[src/rtl/vga_link_pkg.sv]
// rtl/vga_link_pkg.sv - shared opcodes, FSM states and frame constants for the VGA write link
// Contents: op_e command opcodes, state_e controller states, frame length,
//           colour prefix, substitute range and the CHAR byte substitution helper.
package vga_link_pkg;

    typedef enum logic [1:0] {
        OP_CHAR   = 2'b00,
        OP_ROW    = 2'b01,
        OP_COLOUR = 2'b10,
        OP_RSVD   = 2'b11
    } op_e;

    typedef enum logic [1:0] {
        ST_SYNC0,
        ST_SYNC1,
        ST_IDLE,
        ST_FRAME
    } state_e;

    localparam int         FRAME_BITS    = 9;
    localparam logic [1:0] COLOUR_PREFIX = 2'b10;
    localparam logic [7:0] COLOUR_LO     = 8'h80;
    localparam logic [7:0] COLOUR_HI     = 8'hBF;

    // Codes in the colour range would be taken as colour commands by the
    // display, so they are never sent as characters.
    function automatic logic [7:0] char_byte(input logic [7:0] data, input logic [7:0] sub);
        return (data >= COLOUR_LO && data <= COLOUR_HI) ? sub : data;
    endfunction

endpackage

[src/rtl/vga_link_shifter.sv]
// rtl/vga_link_shifter.sv - serialises one byte plus latch pulse onto wclk/d0/dc/cs
// Ports: clk25, rst (async, active-high); load, load_byte, load_cs start a frame;
//        wclk, d0, dc, cs link pins; active while a frame runs;
//        frame_end is high on the last cycle of a frame (combinational).
module vga_link_shifter
    import vga_link_pkg::*;
#(
    parameter int HALF = 2
) (
    input  logic       clk25,
    input  logic       rst,
    input  logic       load,
    input  logic [7:0] load_byte,
    input  logic       load_cs,
    output logic       wclk,
    output logic       d0,
    output logic       dc,
    output logic       cs,
    output logic       active,
    output logic       frame_end
);

    localparam int            CW   = (HALF > 1) ? $clog2(HALF) : 1;
    localparam logic [CW-1:0] HMAX = CW'(HALF - 1);
    localparam logic [3:0]    LAST = 4'(FRAME_BITS - 1);
    localparam logic [3:0]    PRE  = 4'(FRAME_BITS - 2);

    logic [CW-1:0] hcnt;
    logic [3:0]    bit_idx;
    logic [6:0]    shreg;
    logic          half_end;

    assign half_end  = (hcnt == HMAX);
    assign frame_end = active && wclk && half_end && (bit_idx == LAST);

    // Data pins only move together with the falling wclk edge, centring
    // every rising edge in a stable window of HALF cycles on each side.
    always_ff @(posedge clk25 or posedge rst) begin
        if (rst) begin
            active  <= 1'b0;
            hcnt    <= '0;
            bit_idx <= '0;
            shreg   <= '0;
            wclk    <= 1'b0;
            d0      <= 1'b0;
            dc      <= 1'b0;
            cs      <= 1'b0;
        end else if (load) begin
            active  <= 1'b1;
            hcnt    <= '0;
            bit_idx <= '0;
            shreg   <= load_byte[7:1];
            wclk    <= 1'b0;
            d0      <= load_byte[0];
            dc      <= 1'b1;
            cs      <= load_cs;
        end else if (active) begin
            if (!half_end) begin
                hcnt <= hcnt + 1'b1;
            end else begin
                hcnt <= '0;
                if (!wclk) begin
                    wclk <= 1'b1;
                end else if (bit_idx == LAST) begin
                    active <= 1'b0;
                    wclk   <= 1'b0;
                    d0     <= 1'b0;
                    dc     <= 1'b0;
                    cs     <= 1'b0;
                end else begin
                    wclk    <= 1'b0;
                    bit_idx <= bit_idx + 4'd1;
                    if (bit_idx == PRE) begin
                        // Final period is the latch pulse.
                        dc <= 1'b0;
                        d0 <= 1'b0;
                    end else begin
                        d0    <= shreg[0];
                        shreg <= {1'b0, shreg[6:1]};
                    end
                end
            end
        end
    end

endmodule

[src/rtl/vga_link_ctrl.sv]
// rtl/vga_link_ctrl.sv - two-requester arbiter, command validation and cursor shadow for the VGA write link
// Ports: clk25, rst (async, active-high); req_valid/req_ready/req_op/req_data per-requester
//        command handshake; wclk, d0, dc, cs link pins; busy, done, err status;
//        grant_id last accepted requester; cursor_addr shadow of display write address.
module vga_link_ctrl
    import vga_link_pkg::*;
#(
    parameter int         HALF     = 2,
    parameter int         COLS     = 80,
    parameter int         ROWS     = 60,
    parameter logic [7:0] SUB_CHAR = 8'h3F
) (
    input  logic        clk25,
    input  logic        rst,
    input  logic [1:0]  req_valid,
    output logic [1:0]  req_ready,
    input  logic [3:0]  req_op,
    input  logic [15:0] req_data,
    output logic        wclk,
    output logic        d0,
    output logic        dc,
    output logic        cs,
    output logic        busy,
    output logic        done,
    output logic        err,
    output logic        grant_id,
    output logic [12:0] cursor_addr
);

    state_e     state;
    logic       rr;
    op_e        lat_op;
    logic [7:0] lat_data;

    logic       accept;
    logic       sel;
    op_e        op_sel;
    logic [7:0] data_sel;
    logic       row_bad;
    logic       cmd_ok;

    logic       sh_load;
    logic [7:0] sh_byte;
    logic       sh_cs;
    logic       sh_active;
    logic       frame_end;

    always_comb begin
        req_ready = 2'b00;
        if (state == ST_IDLE) begin
            req_ready[0] = req_valid[0] && (!rr || !req_valid[1]);
            req_ready[1] = req_valid[1] && ( rr || !req_valid[0]);
        end
    end

    assign accept   = |req_ready;
    assign sel      = req_ready[1];
    assign op_sel   = op_e'(sel ? req_op[3:2] : req_op[1:0]);
    assign data_sel = sel ? req_data[15:8] : req_data[7:0];
    assign row_bad  = int'(data_sel) >= ROWS;
    assign cmd_ok   = accept && ((op_sel == OP_CHAR) || (op_sel == OP_COLOUR) ||
                                 ((op_sel == OP_ROW) && !row_bad));

    // Sync frames chain directly on frame_end; command frames start on accept.
    always_comb begin
        sh_load = 1'b0;
        sh_byte = 8'h00;
        sh_cs   = 1'b0;
        case (state)
            ST_SYNC0: sh_load = !sh_active || frame_end;
            ST_IDLE: begin
                if (cmd_ok) begin
                    sh_load = 1'b1;
                    case (op_sel)
                        OP_CHAR: begin
                            sh_byte = char_byte(data_sel, SUB_CHAR);
                            sh_cs   = 1'b1;
                        end
                        OP_COLOUR: begin
                            sh_byte = {COLOUR_PREFIX, data_sel[5:0]};
                            sh_cs   = 1'b1;
                        end
                        default: begin
                            sh_byte = data_sel;
                            sh_cs   = 1'b0;
                        end
                    endcase
                end
            end
            default: ;
        endcase
    end

    vga_link_shifter #(.HALF(HALF)) u_shifter (
        .clk25     (clk25),
        .rst       (rst),
        .load      (sh_load),
        .load_byte (sh_byte),
        .load_cs   (sh_cs),
        .wclk      (wclk),
        .d0        (d0),
        .dc        (dc),
        .cs        (cs),
        .active    (sh_active),
        .frame_end (frame_end)
    );

    always_ff @(posedge clk25 or posedge rst) begin
        if (rst) begin
            state       <= ST_SYNC0;
            rr          <= 1'b0;
            lat_op      <= OP_CHAR;
            lat_data    <= 8'h00;
            busy        <= 1'b1;
            done        <= 1'b0;
            err         <= 1'b0;
            grant_id    <= 1'b0;
            cursor_addr <= 13'd0;
        end else begin
            done <= 1'b0;
            err  <= 1'b0;
            case (state)
                ST_SYNC0: begin
                    if (frame_end) state <= ST_SYNC1;
                end
                ST_SYNC1: begin
                    if (frame_end) begin
                        state <= ST_IDLE;
                        busy  <= 1'b0;
                    end
                end
                ST_IDLE: begin
                    if (accept) begin
                        // Pointer moves away from the winner even when the
                        // command is rejected, so a bad requester cannot starve the other.
                        grant_id <= sel;
                        rr       <= ~sel;
                        lat_op   <= op_sel;
                        lat_data <= data_sel;
                        if (cmd_ok) begin
                            state <= ST_FRAME;
                            busy  <= 1'b1;
                        end else begin
                            err <= 1'b1;
                        end
                    end
                end
                ST_FRAME: begin
                    if (frame_end) begin
                        state <= ST_IDLE;
                        busy  <= 1'b0;
                        done  <= 1'b1;
                        case (lat_op)
                            OP_CHAR: cursor_addr <= cursor_addr + 13'd1;
                            OP_ROW:  cursor_addr <= 13'(int'(lat_data) * COLS);
                            default: ;
                        endcase
                    end
                end
                default: state <= ST_SYNC0;
            endcase
        end
    end

endmodule

[config.mk]
export PLATFORM = sky130hd
export DESIGN_NAME = vga_link_ctrl
export DESIGN_NICKNAME = d
export VERILOG_FILES = /design/src/rtl/vga_link_pkg.sv /design/src/rtl/vga_link_shifter.sv /design/src/rtl/vga_link_ctrl.sv
export SDC_FILE = /design/constraint.sdc
export NUM_CORES = 1
export LEC_CHECK = 0
export CAP_MARGIN = 10
export CORE_ASPECT_RATIO = 0.75
export CORE_MARGIN = 5
export CORE_UTILIZATION = 58
export DETAILED_ROUTE_END_ITERATION = 6
export PLACE_DENSITY = 0.86
export SLEW_MARGIN = 40
export SYNTH_ARGS = -nofsm -noshare
export SYNTH_HDL_FRONTEND = slang
export SYNTH_HIERARCHICAL = 1
export SYNTH_SLANG_ARGS = --single-unit
export TNS_END_PERCENT = 50
[constraint.sdc]
create_clock -name clk25 -period 5.5 [get_ports clk25]
set_clock_uncertainty 0.15 [all_clocks]
set_input_delay 1.375 -clock clk25 [delete_from_list [all_inputs] [get_ports clk25]]
set_output_delay 1.375 -clock clk25 [all_outputs]
set_load 0.1 [all_outputs]
==> results by stage <==
Outcome:
- The flow ran to the end, and the final reports show no timing, DRC or antenna violations.

Global route:
- The global-route wire length before repair is between 10000 and 15000 um.
- Across every metal layer, demand over resource in global routing totals 21.71%.
- The leftover overflow at the end of global routing is 0.
- The number of antenna violations at the first check in global routing came to 0.
- The number of global-route vias before repair is about 2400.
- The maximum number of pins on one net before global-route repair is 31.

Layout:
- The fraction of final layout cells with drive strength greater than 1 is between 10% and 20%.
- The most common library cell in the layout ignoring fill and taps is sky130_fd_sc_hd__dfrtp_1.
- The antenna diode count is 0.
- The area growth from synthesis to layout is 16.84%.
- The top cell types in the final layout, fill and taps aside, are sky130_fd_sc_hd__dfrtp_1, sky130_fd_sc_hd__a21oi_1, sky130_fd_sc_hd__nand2_1, sky130_fd_sc_hd__o21ai_0, sky130_fd_sc_hd__clkdlybuf4s50_1.
- The filler cell count in the final layout is roughly 370.
- The number of standard cells in the layout, taps in and fillers out is about 420.
- The net count of the finished layout is a little under 400.

Worst setup path:
- In this run the critical register-to-register path is launched from u_shifter/bit_idx[0]$_DFFE_PP0P_.
- Data arrives at the worst endpoint at about 2.8 ns.
- The startpoint-to-endpoint class of the critical path is input pin to primary output.
- The slowest library cell on the worst path is sky130_fd_sc_hd__clkdlybuf4s50_1.
- The start point of the critical path is req_valid[1].
- The data required time at the worst endpoint is between 3 and 4 ns.
- The setup check on the worst reg-to-reg path leaves a slack of between 2 and 3 ns.
- The terminus of the critical flop-to-flop path is cursor_addr[12]$_DFFE_PP0P_.
- STA classifies the critical path startpoint as an input pin.
- The capturing element type of the critical path is a primary output.
- The biggest cell delay along the critical path is between 0.6 and 0.7 ns.
- In this run the worst path has a maximum fanout of 14.
- For the worst flop-to-flop path, the logic depth is 9.
- Traced cell by cell, the critical path runs through clkdlybuf4s50_1, nand3b_4, nor2_8, buf_4.

Pwr:
- The switching component of the power is 142.5 uW.
- The switching power share of the total is a little under a quarter.
- The portion of total power attributed to the clock network is a little over a third.
- The sequential cell fraction of total power is 58.0%.
- Dividing total power by cell area gives a power density of between 150 and 200 nW/um^2.
- The maximum ir drop on the vdd rail is approximately 130 uV.
- The analysis attributes to cell leakage a power of roughly 1.6 nW.
- The design internal power is ~450 uW.
- Summing internal, switching and leakage power gives between 500 and 600 uW.
- The power share of the combinational group is approximately 6.4%.

Synth:
- Counting every instance in the synthesized netlist gives between 300 and 400.
- The most used flip-flop cell after synthesis is sky130_fd_sc_hd__dfrtp_1.
- The combinational family with the most area after synthesis is compound AO/OA/AOI/OAI gates.
- Of the total synthesized cell area, the portion taken by XOR and XNOR cells is around 2.1%.
- The library cell occupying the most area in the post-synthesis netlist is sky130_fd_sc_hd__dfrtp_1.
- The synthesized netlist devotes roughly 20% of its cell area to simple gates.
- The share of synthesized cell area in full adder, half adder and majority cells is ~6.8%.
- The synthesized net count is 353.
- The synthesized netlist occupies a cell area of approximately 2900 um^2.
- After synthesis, the share of cell area in mux cells is 3.500%.
- The number of library cell types mapped by synthesis is 54.
- The synthesized area per cell is between 9 and 10 um^2.
- The share of synthesized area in the top cell type comes to about two fifths.
- The sequential-to-total area share from yosys stat is ~41%.
- After synthesis, the cell types taking the most area are sky130_fd_sc_hd__dfrtp_1, sky130_fd_sc_hd__ha_1, sky130_fd_sc_hd__a21oi_1.
- Counting flops and latches in the post-synthesis netlist gives 47.
- The fraction of synthesis flops using an asynchronous set or reset pin is 100.0%.
- The share of the synthesized area in compound gates (AO/OA/AOI/OAI) is 22.18%.
- The synthesized design contains 0 enable-type register cells.
- The Yosys step of the flow raised 6 warnings.

Routing:
- The first detailed-routing pass ran for 5 iterations.
- The via count is between 2000 and 3000.
- After detailed routing, the average wire length per cell comes to about 16 um.
- The DRC violations left is 0.
- The detail route stage leaves a number of antenna-violating nets equal to 0.
- After detailed routing, the total wire length is ~6700 um.
- The violation count after the first detailed-routing iteration is approximately 230.
- The post-detailed-route via-to-cell ratio is about 6.2.

Job:
- The number of max-capacitance violations reported is 0.

Timing:
- The hold violation count in the final report came to 0.
- In this run the tightest slew margin relative to its limit is between 50% and 60%.
- The actual slew at the worst max-slew pin is 0.7036 ns.
- The maximum clock frequency is 232.2 MHz.
- The worst hold margin is 0.3161 ns.
- The post-route setup TNS is 0 ns.
- The slack of the critical path is between 1 and 1.5 ns.
- The number of max-slew violations in the final report is 0.
- The final setup violation count is 0.
- Setup repair after global routing left no endpoint under its margin.
- The worst path uses 78.31% of the clock period.
- The clock period could shrink to 4.307 ns.

Clock network:
- The clock passes through at most 2 buffers.
- The depth of the CTS H-tree is 2.
- TritonCTS built the clock tree.
- Buffers inserted to repair hold after CTS numbered 0.
- The clock sink count is 47.
- The count of buffers added by post-CTS timing repair for setup is 0.
- The post-cts gate resize count is 0.
- Buffers inserted during clock tree synthesis total 5.
- The buffer type at the clock tree root is sky130_fd_sc_hd__clkbuf_8.
- The insertion delay of the later-clocked pin in the worst-skew pair is 0.31 ns.
- Clock-pin slew was measured on the worst setup and hold paths at ~0.090 ns.

Worst hold path:
- The worst min-delay path class is register to register.
- The worst-case hold path end point is busy$_DFFE_PP1P_.
- In this run the most critical hold path is launched from busy$_DFFE_PP1P_.
- Counting instances, the worst hold path has a depth of 2.

Floorplanning:
- The die footprint is 6451 um^2.
- The floorplan die width is approximately 91 um.
- Once the floorplan was initialized, standard cells occupied approximately three fifths of the core.
- The die extent in y is between 70 and 80 um.
- The area of the core region is 4845 um^2.
- The floorplan row count is 22.
- The number of top-level design ports is 47.

Placement:
- The number of placed cells counting well taps is approximately 400.
- At the placement stage, the worst setup path has a slack of between 1 and 1.5 ns.
- Summed over all nets, the half-perimeter wirelength after detailed placement is approximately 5100 um.
- The number of buffers added on ports is 46.
- The final weighted congestion of routability-driven global placement is a little over 0.9.
cells in the mapped netlist, types with 3 or more instances:
master	number
sky130_fd_sc_hd__nor2b_1	8
sky130_fd_sc_hd__o21ai_0	32
sky130_fd_sc_hd__buf_2	7
sky130_fd_sc_hd__xnor2_1	5
sky130_fd_sc_hd__nor3_1	5
sky130_fd_sc_hd__o31ai_1	7
sky130_fd_sc_hd__nand2b_1	4
sky130_fd_sc_hd__inv_1	8
sky130_fd_sc_hd__clkbuf_1	6
sky130_fd_sc_hd__o22ai_1	4
sky130_fd_sc_hd__a21oi_1	33
sky130_fd_sc_hd__a41oi_1	6
sky130_fd_sc_hd__nand4_1	5
sky130_fd_sc_hd__nand2_1	32
sky130_fd_sc_hd__mux2i_1	10
sky130_fd_sc_hd__nand3_1	15
sky130_fd_sc_hd__dfrtp_1	46
sky130_fd_sc_hd__nor2_1	15
sky130_fd_sc_hd__a21o_1	4
sky130_fd_sc_hd__ha_1	14
sky130_fd_sc_hd__and3_1	5
sky130_fd_sc_hd__a22oi_1	3
sky130_fd_sc_hd__and3b_1	3
through the flow:
| step | util [%] | cell area [um^2] |
|---|---|---|
| 2_1_floorplan | - | 2860 |
| 3_3_place_gp | 69.01 | 3343 |
| 3_5_place_dp | 67.15 | 3253 |
| 4_1_cts | 68.98 | 3342 |
| 5_1_grt | 68.98 | 3342 |
| 6_report | 68.98 | 3342 |
cell type report:
class | count | area (um^2) | area share [%]
clock buffers | 5 | 68.82 | 2.059
inverters | 10 | 37.54 | 1.123
well taps | 60 | 75.07 | 2.246
multi-input cells | 243 | 1594 | 47.70
flip-flops and latches | 47 | 1177 | 35.23
repair buffers | 48 | 369.1 | 11.04
clock inverters | 3 | 20.02 | 0.5990
critical path: cells and delay by family:
| family | cells | cell delay, ns |
|---|---|---|
| buf+inv | 2 | 0.96 |
| simple gates | 2 | 0.45 |
power groups by stage:
| stage | combinational [mW] | clock (mW) | sequential (mW) |
|---|---|---|---|
| 6_report | 0.0382 | 0.212 | 0.345 |
| 5_1_grt | 0.0422 | 0.230 | 0.345 |
| 4_1_cts | 0.0385 | 0.216 | 0.345 |
| 3_5_place_dp | 0.0383 | 0 | 0.352 |
| 3_3_place_gp | 0.0375 | 0 | 0.352 |
| 2_1_floorplan | 0.0132 | 0 | 0.352 |
logic make-up after synthesis:
family | count (synthesis)
muxes | 10
adders and majority gates | 15
xor gates and xnor gates | 7
AOI/OAI and AO/OA | 105
DFF | 47
and+or+nand+nor | 106
buffers and inverters | 24
how the worst max path moves through the flow:
| stage | slack, ns | depth (start not counted) | to |
|---|---|---|---|
| detailed placement | 1.21 | 4 | req_ready[1] |
| finish | 1.19 | 4 | req_ready[1] |
| global route | 1.14 | 4 | req_ready[1] |
| floorplan | 1.74 | 2 | req_ready[0] |
| CTS | 1.21 | 4 | req_ready[1] |
| global placement | 1.28 | 4 | req_ready[1] |
routing by layer:
metal / vias up / global-route usage (%) / wire length [um]
li1: 1239 / - / -
met2: 113 / 30.56 / 2936
met4: 0 / 6.515 / 137
met1: 1214 / 32.83 / 3145
met3: 20 / 5.526 / 525
met5: - / 0 / 0
registers in the layout (all words and copies together), names as in the netlist, 2 cells and up:
signal / flops
lat_data: 8
state: 2
u_shifter/bit_idx: 4
cursor_addr: 13
u_shifter/shreg: 7
lat_op: 2
Note: power is estimated with default switching activity, not from simulation.
